===== src/rtl/hazard_unit.sv =====
// hazard_unit: pipeline stall/flush controller for load-use, taken-branch and multi-cycle memory hazards
module hazard_unit #(
  parameter int MEM_TIMEOUT = 255,
  parameter int STALL_CNT_W = 32
) (
  input  logic                   i_clk,
  input  logic                   i_rst,
  input  logic [4:0]             i_ID_rnum1,
  input  logic [4:0]             i_ID_rnum2,
  input  logic                   i_ID_ruse1,
  input  logic                   i_ID_ruse2,
  input  logic [4:0]             i_EX_wnum,
  input  logic                   i_EX_mem_read,
  input  logic                   i_EX_branch_taken,
  input  logic                   i_MEM_req,
  input  logic                   i_MEM_ack,
  output logic                   o_PC_en,
  output logic                   o_IFID_en,
  output logic                   o_IFID_flush,
  output logic                   o_IDEX_flush,
  output logic                   o_pipe_en,
  output logic                   o_mem_err,
  output logic [STALL_CNT_W-1:0] o_stall_cnt
);
  localparam int WW = $clog2(MEM_TIMEOUT + 1);
  typedef enum logic {RUN, MEM_WAIT} state_t;
  state_t state, state_nx;
  logic [WW-1:0] wait_cnt, wait_nx;
  logic load_use, release_now, freeze;
  always_ff @(posedge i_clk) begin
    if (i_rst) begin
      state    <= RUN;
      wait_cnt <= '0;
    end else begin
      state    <= state_nx;
      wait_cnt <= wait_nx;
    end
  end
  always_comb begin
    release_now = (state == MEM_WAIT) && (i_MEM_ack || wait_cnt == WW'(MEM_TIMEOUT));
    freeze      = (state == RUN) ? (i_MEM_req && !i_MEM_ack) : !release_now;
    state_nx    = freeze ? MEM_WAIT : RUN;
    wait_nx     = !freeze ? '0 : (state == RUN) ? WW'(1) : wait_cnt + WW'(1);
  end
  always_comb begin
    load_use     = i_EX_mem_read && (i_EX_wnum != 5'd0) &&
                   ((i_ID_ruse1 && i_EX_wnum == i_ID_rnum1) || (i_ID_ruse2 && i_EX_wnum == i_ID_rnum2));
    o_PC_en      = !i_rst && !freeze && (i_EX_branch_taken || !load_use);
    o_IFID_en    = o_PC_en;
    o_pipe_en    = !i_rst && !freeze;
    o_IFID_flush = i_rst || (!freeze && i_EX_branch_taken);
    o_IDEX_flush = i_rst || (!freeze && (i_EX_branch_taken || load_use));
    o_mem_err    = !i_rst && release_now && !i_MEM_ack;
  end
  always_ff @(posedge i_clk) begin
    if (i_rst) o_stall_cnt <= '0;
    else if (!o_PC_en && !(&o_stall_cnt)) o_stall_cnt <= o_stall_cnt + 1'b1;
  end
endmodule


===== config.mk =====
export PLATFORM = sky130hd
export DESIGN_NAME = hazard_unit
export DESIGN_NICKNAME = d
export VERILOG_FILES = /design/src/rtl/hazard_unit.sv
export SDC_FILE = /design/constraint.sdc
export NUM_CORES = 1
export LEC_CHECK = 0
export BUFFER_PORTS_ARGS = -buffer_cell sky130_fd_sc_hd__buf_2
export CORE_MARGIN = 1
export CORE_UTILIZATION = 39
export DETAILED_ROUTE_END_ITERATION = 10
export SETUP_SLACK_MARGIN = 0.05
export SLEW_MARGIN = 20
export SYNTH_ARGS = -nofsm -noshare
export SYNTH_HDL_FRONTEND = slang
export SYNTH_SLANG_ARGS = --single-unit

===== constraint.sdc =====
create_clock -name i_clk -period 4.2 [get_ports i_clk]
set_input_delay 0.63 -clock i_clk [delete_from_list [all_inputs] [get_ports i_clk]]
set_output_delay 0.63 -clock i_clk [all_outputs]
set_load 0.05 [all_outputs]

After elaboration in Yosys (flattened, before gate mapping)
Cells that the tools add are included.
- RAM bits: 0
- latch bits: 0
- memories kept: 0
- register bits: 41
- output and inout port bits: 38
- ROM bits: 0
- logic and storage cells: 44
- multiplexer cells: 3
- shifts and indexed selects: 0
- $mul: 0
- bitwise logic cells: 2
- order comparisons: 0
- eq/ne operators: 3
- divide/modulo/power cells: 0
- reductions and logical operators: 30
- add/sub/neg operators: 2
- operators with widths (cell ; count):
    32-bit by 1-bit adder with 32-bit output (second input constant) ; 1
    32-bit AND reduction ; 1
    1-bit logical AND ; 13
    5-bit equality test ; 2
    8-bit by 1-bit adder with 8-bit output (second input constant) ; 1
    8-bit equality test (second input constant) ; 1
    1-bit zero test ; 7
    1-bit logical OR ; 6
    5-bit nonzero test ; 1
    1-bit two-way mux ; 3
    3-bit OR reduction ; 1
    1-bit inverter ; 2
    2-bit OR reduction ; 1

Logic depth before layout (Yosys ltp)
- depth in word-level cells: 10
- mapped depth: 10
- mapped depth without buffers: 8

Worst setup path before layout
No wires, ideal clock.
- kind: input to output
- start point: input port i_MEM_req
- end point: output port o_PC_en
- stages on the path: 7
- required time: 3.570 ns
- data arrival time: 2.482 ns
- buffers on the path: 3
- path slack: 1.088 ns
- path through: o21bai_1 -> a41oi_1 -> nor2_1 -> a21boi_4 -> buf_4 -> buf_6 -> buf_4
- longest elaborated chain between the ends: 5
- ends and longest elaborated chain (element ; line ; RTL):
    start: declaration ; 15 ; input logic i_MEM_req,
    1-bit logical AND ; 41 ; freeze = (state == RUN) ? (i_MEM_req && !i_MEM_ack) : !release_now;
    1-bit two-way mux ; 41 ;
    1-bit zero test ; -- ;
    1-bit logical AND ; -- ;
    net o_pipe_en ; 21 ; output logic o_pipe_en,
    1-bit logical AND ; 48 ; o_PC_en = !i_rst && !freeze && (i_EX_branch_taken || !load_use);
    end: declaration ; 17 ; output logic o_PC_en,
The timed path passes the listed nets, and every way through them passes these cells.

Final worst setup path
- start point: input port i_EX_wnum[1]
- end point: output port o_IFID_en
- longest elaborated chain between the ends: 7
- elaborated cells between the ends (all ways): 11
- ends and longest elaborated chain (element ; line ; RTL):
    start: declaration ; 12 ; input logic [4:0] i_EX_wnum,
    5-bit equality test ; 47 ; ((i_ID_ruse1 && i_EX_wnum == i_ID_rnum1) || (i_ID_ruse2 && i_EX_wnum == i_ID_rnum2));
    1-bit logical AND ; 47 ;
    1-bit logical OR ; 47 ;
    1-bit logical AND (*) ; 46 ; load_use = i_EX_mem_read && (i_EX_wnum != 5'd0) &&
    1-bit zero test (*) ; 48 ;
    1-bit logical OR (*) ; 48 ;
    1-bit logical AND (*) ; 48 ;
    end: declaration ; 18 ; output logic o_IFID_en,
Every way passes the cells marked *; elsewhere a longest branch is shown, timed or not.

==> out/results.ini <==
[route]
ant_nets = 0
first_pass_iters = 4
via_count = 1996
via_per_inst = 5.092
routedWlPerCell_um = 12.40
drc_errors = 0
drt_iter0_drc = 113
drt_wl_total_mm = 4.860

[setup_path]
worstReg2RegEnd = o_stall_cnt[27]$_SDFFE_PP0P_
crit_path_top_delay_cell = or4_1
worst-path-buf-inv = 3
worst-r2r-cell-count = 7
crit_type = input pin to primary output
end_kind = primary output
path_common_cell = buf_2
cp_data_arrival_time_ns = 2.35
path_cells = buf_2, or4_1, o21ai_1, nor2_1, a21boi_4, buf_4, buf_2
cp_top_family = buffers and inverters
worst-r2r-setup-slack_ns = 1.48
cp_slowest_stage_delay_ns = 0.52
cp.required_ns = 3.57
worstPathMaxFanout = 31
r2r-start = o_stall_cnt[8]$_SDFFE_PP0P_
start_kind = input pin

[synthesis]
synth_largest_area_cell = dfxtp_1
synth_area_leaders = dfxtp_1 (37%), xnor2_1 (16%), nor2_1 (7.8%)
syn_area_per_cell_um2 = 8.466
post-synth-top-area-fraction_pct = 37.15
ys_warn_count = 0
synth-seq-area-share_pct = 37.15
synth_seq_cells = 41
syn-num-nets = 286
synth_cell_types = 38
netlist_area_um2 = 2210
syn_inst = 261

[finish]
post_route_cells_drive_above_1_share_pct = 24.38
fin_util_pct = 48.58
nNetsFinal = 344
area_delta_synth_final_pct = 20.33
antennaDiodeCount = 0
finalNonFillerCells = 392

[global_routing]
grt_usage_pct = 17.36
antenna_found_initial = 0
grt_pass1_wl_mm = 8.445
grt_pass1_vias = 1874
grt_overflow = 0
grt_max_degree = 41

[placed_design]
dp_hpwl_mm = 3.524
dp_cells = 384
port_buffers = 60
gp_congestion = 0.8544
dp_slack_ns = 1.220

[power_and_ir_drop]
clkPwrFrac_pct = 40.7
switchingPower_uw = 196.1
swShare_pct = 24.17
power.density_nw_per_um2 = 305.1
internal_power_uw = 615.2
ir_worst_vdd_mv = 0.1595
p_comb_share_pct = 10.4
p_leak_nw = 1.056
total_power_uw = 811.3
p_seq_share_pct = 48.9

[die]
pin_count = 61
die_h_um = 77.27
core_area_um2 = 5473
start_util_pct = 40.37
fp-row-count = 27
die_x_um = 77.27
dieArea_um2 = 5971

[flow_run]
cap_viol_max_count = 0

[clock_tree]
root_buffer = clkbuf_8
clock_latency_ns = 0.29
cts-hold-fix-buffers = 0
clk_pin_slew_worst_paths_ns = 0.07
numCtsBuffers = 5
cts_max_level = 2
cts_sinks = 41
cts_resized = 0
tritoncts = built
clock_path_buffers = 2
post-cts-setup-buffer-count = 0

[timing]
hold_viol_final = 0
slew_viol_final = 0
period_share_pct = 70.91
finalCriticalPeriod_ns = 2.978
maxSlewHeadroom_pct = 30.88
setup-tns-final_ns = 0
rsz0062_at_grt = false
fmax_ghz = 0.3358
tightestPinTransition_ns = 1.033
finalClockSkew_ns = 0.009040
setup_viol = 0
setup_ws_ns = 1.222

[min_path]
holdPathStages = 1
holdPathEnd = wait_cnt[0]$_SDFF_PP0_
hold_path.class = register to register
holdCritStartpoint = wait_cnt[0]$_SDFF_PP0_

[run_status]
outcome = complete, no violations

metrics by stage:
step | area [um^2] | hold WS (ns)
global route | 2659 | 0.5417
global placement | 2542 | 0.4958
CTS | 2659 | 0.5087
detailed placement | 2542 | 0.4995
floorplan | 2210 | 0.4599
finish | 2659 | 0.5004
cells by family after synthesis:
group | after synthesis | synth area share [%]
mux | 1 | 0.5096
xor+xnor | 43 | 17.04
simple gates | 142 | 34.43
compound gates | 18 | 5.946
buf+inv | 14 | 3.793
fa+ha+maj | 2 | 1.132
flops | 41 | 37.15
layout by cell type, fill, tap and decap left out, drive strengths merged, types with 3 or more instances in the layout:
cell	instances
a21oi	5
nand4	15
xor2	3
nand2	15
and2	4
dfxtp	41
nand3	13
nor4	9
inv	3
nor3	19
xnor2	40
and3	10
buf	62
nor2	46
and4	3
a21o	3
clkbuf	7
cell usage after synthesis:
cell type   n
nor2_1     46
dfxtp_1    41
xnor2_1    40
nor3_1     18
nand2_1    15
nand4_1    14
nand3_1    13
and3_1     10
nor4_1      9
a21oi_1     5
clkbuf_1    5
and2_1      4
a21o_1      3
buf_6       3
inv_1       3
xor2_1      3
a31o_2      2
and4_1      2
buf_4       2
ha_1        2
nand2b_1    2
o21ai_1     2
o21bai_1    2
a211oi_1    1
a21boi_4    1
a41oi_1     1
and4_4      1
buf_2       1
mux2_1      1
nand4_4     1
nor2b_1     1
nor3_4      1
nor3b_1     1
nor4b_2     1
nor4b_4     1
o22ai_1     1
or2_2       1
or4_1       1
worst reg2reg max path, stage by stage (launching register included):
cell and delay, ns:
dfxtp_1 0.43, nand4_1 0.15, nor2_1 0.39, nand4_4 0.19
nor3_4 0.82, nor4b_4 0.15, nand3_1 0.15, mux2_1 0.32
cell type report:
type | count | area, um^2
clock inverter | 1 | 30.03
timing repair buffer | 62 | 315.3
multi-input combinational | 206 | 1305
sequential | 41 | 820.8
tap | 72 | 90.09
inverter | 3 | 11.26
fill | 546 | 2814
clock buffer | 7 | 86.33
how the worst max path moves through the flow:
stage,startpoint,to,slack (ns),cells after the start
3_5_place_dp,i_EX_wnum[1],o_IFID_en,1.22,7
4_1_cts,i_EX_wnum[1],o_IFID_en,1.22,7
2_1_floorplan,i_MEM_req,o_PC_en,1.09,7
5_1_grt,i_EX_wnum[1],o_IFID_en,1.11,7
3_3_place_gp,i_EX_wnum[1],o_PC_en,1.23,7
6_report,i_EX_wnum[1],o_IFID_en,1.22,7
routing by layer:
metal	wire length (um)	share of wire [%]	GRT usage, %	vias up
li1	-	-	-	1030
met1	2314	48	22.01	909
met2	2238	46	27.79	48
met3	234	4.8	4.405	9
met4	72	1.5	7.170	0
met5	0	0	0	-
registers in the layout (all words and copies together) (netlist names):
| signal | cells |
|---|---|
| wait_cnt | 8 |
| state | 1 |
| o_stall_cnt | 32 |
power groups by stage:
stage          clock (mW)  sequential (mW)  combinational, mW
6_report            0.330            0.396             0.0847
5_1_grt             0.356            0.397             0.0925
4_1_cts             0.340            0.396             0.0858
3_5_place_dp            0            0.406             0.0855
3_3_place_gp            0            0.406             0.0847
2_1_floorplan           0            0.415             0.0521
No activity file was read; power rests on OpenSTA's default activity.
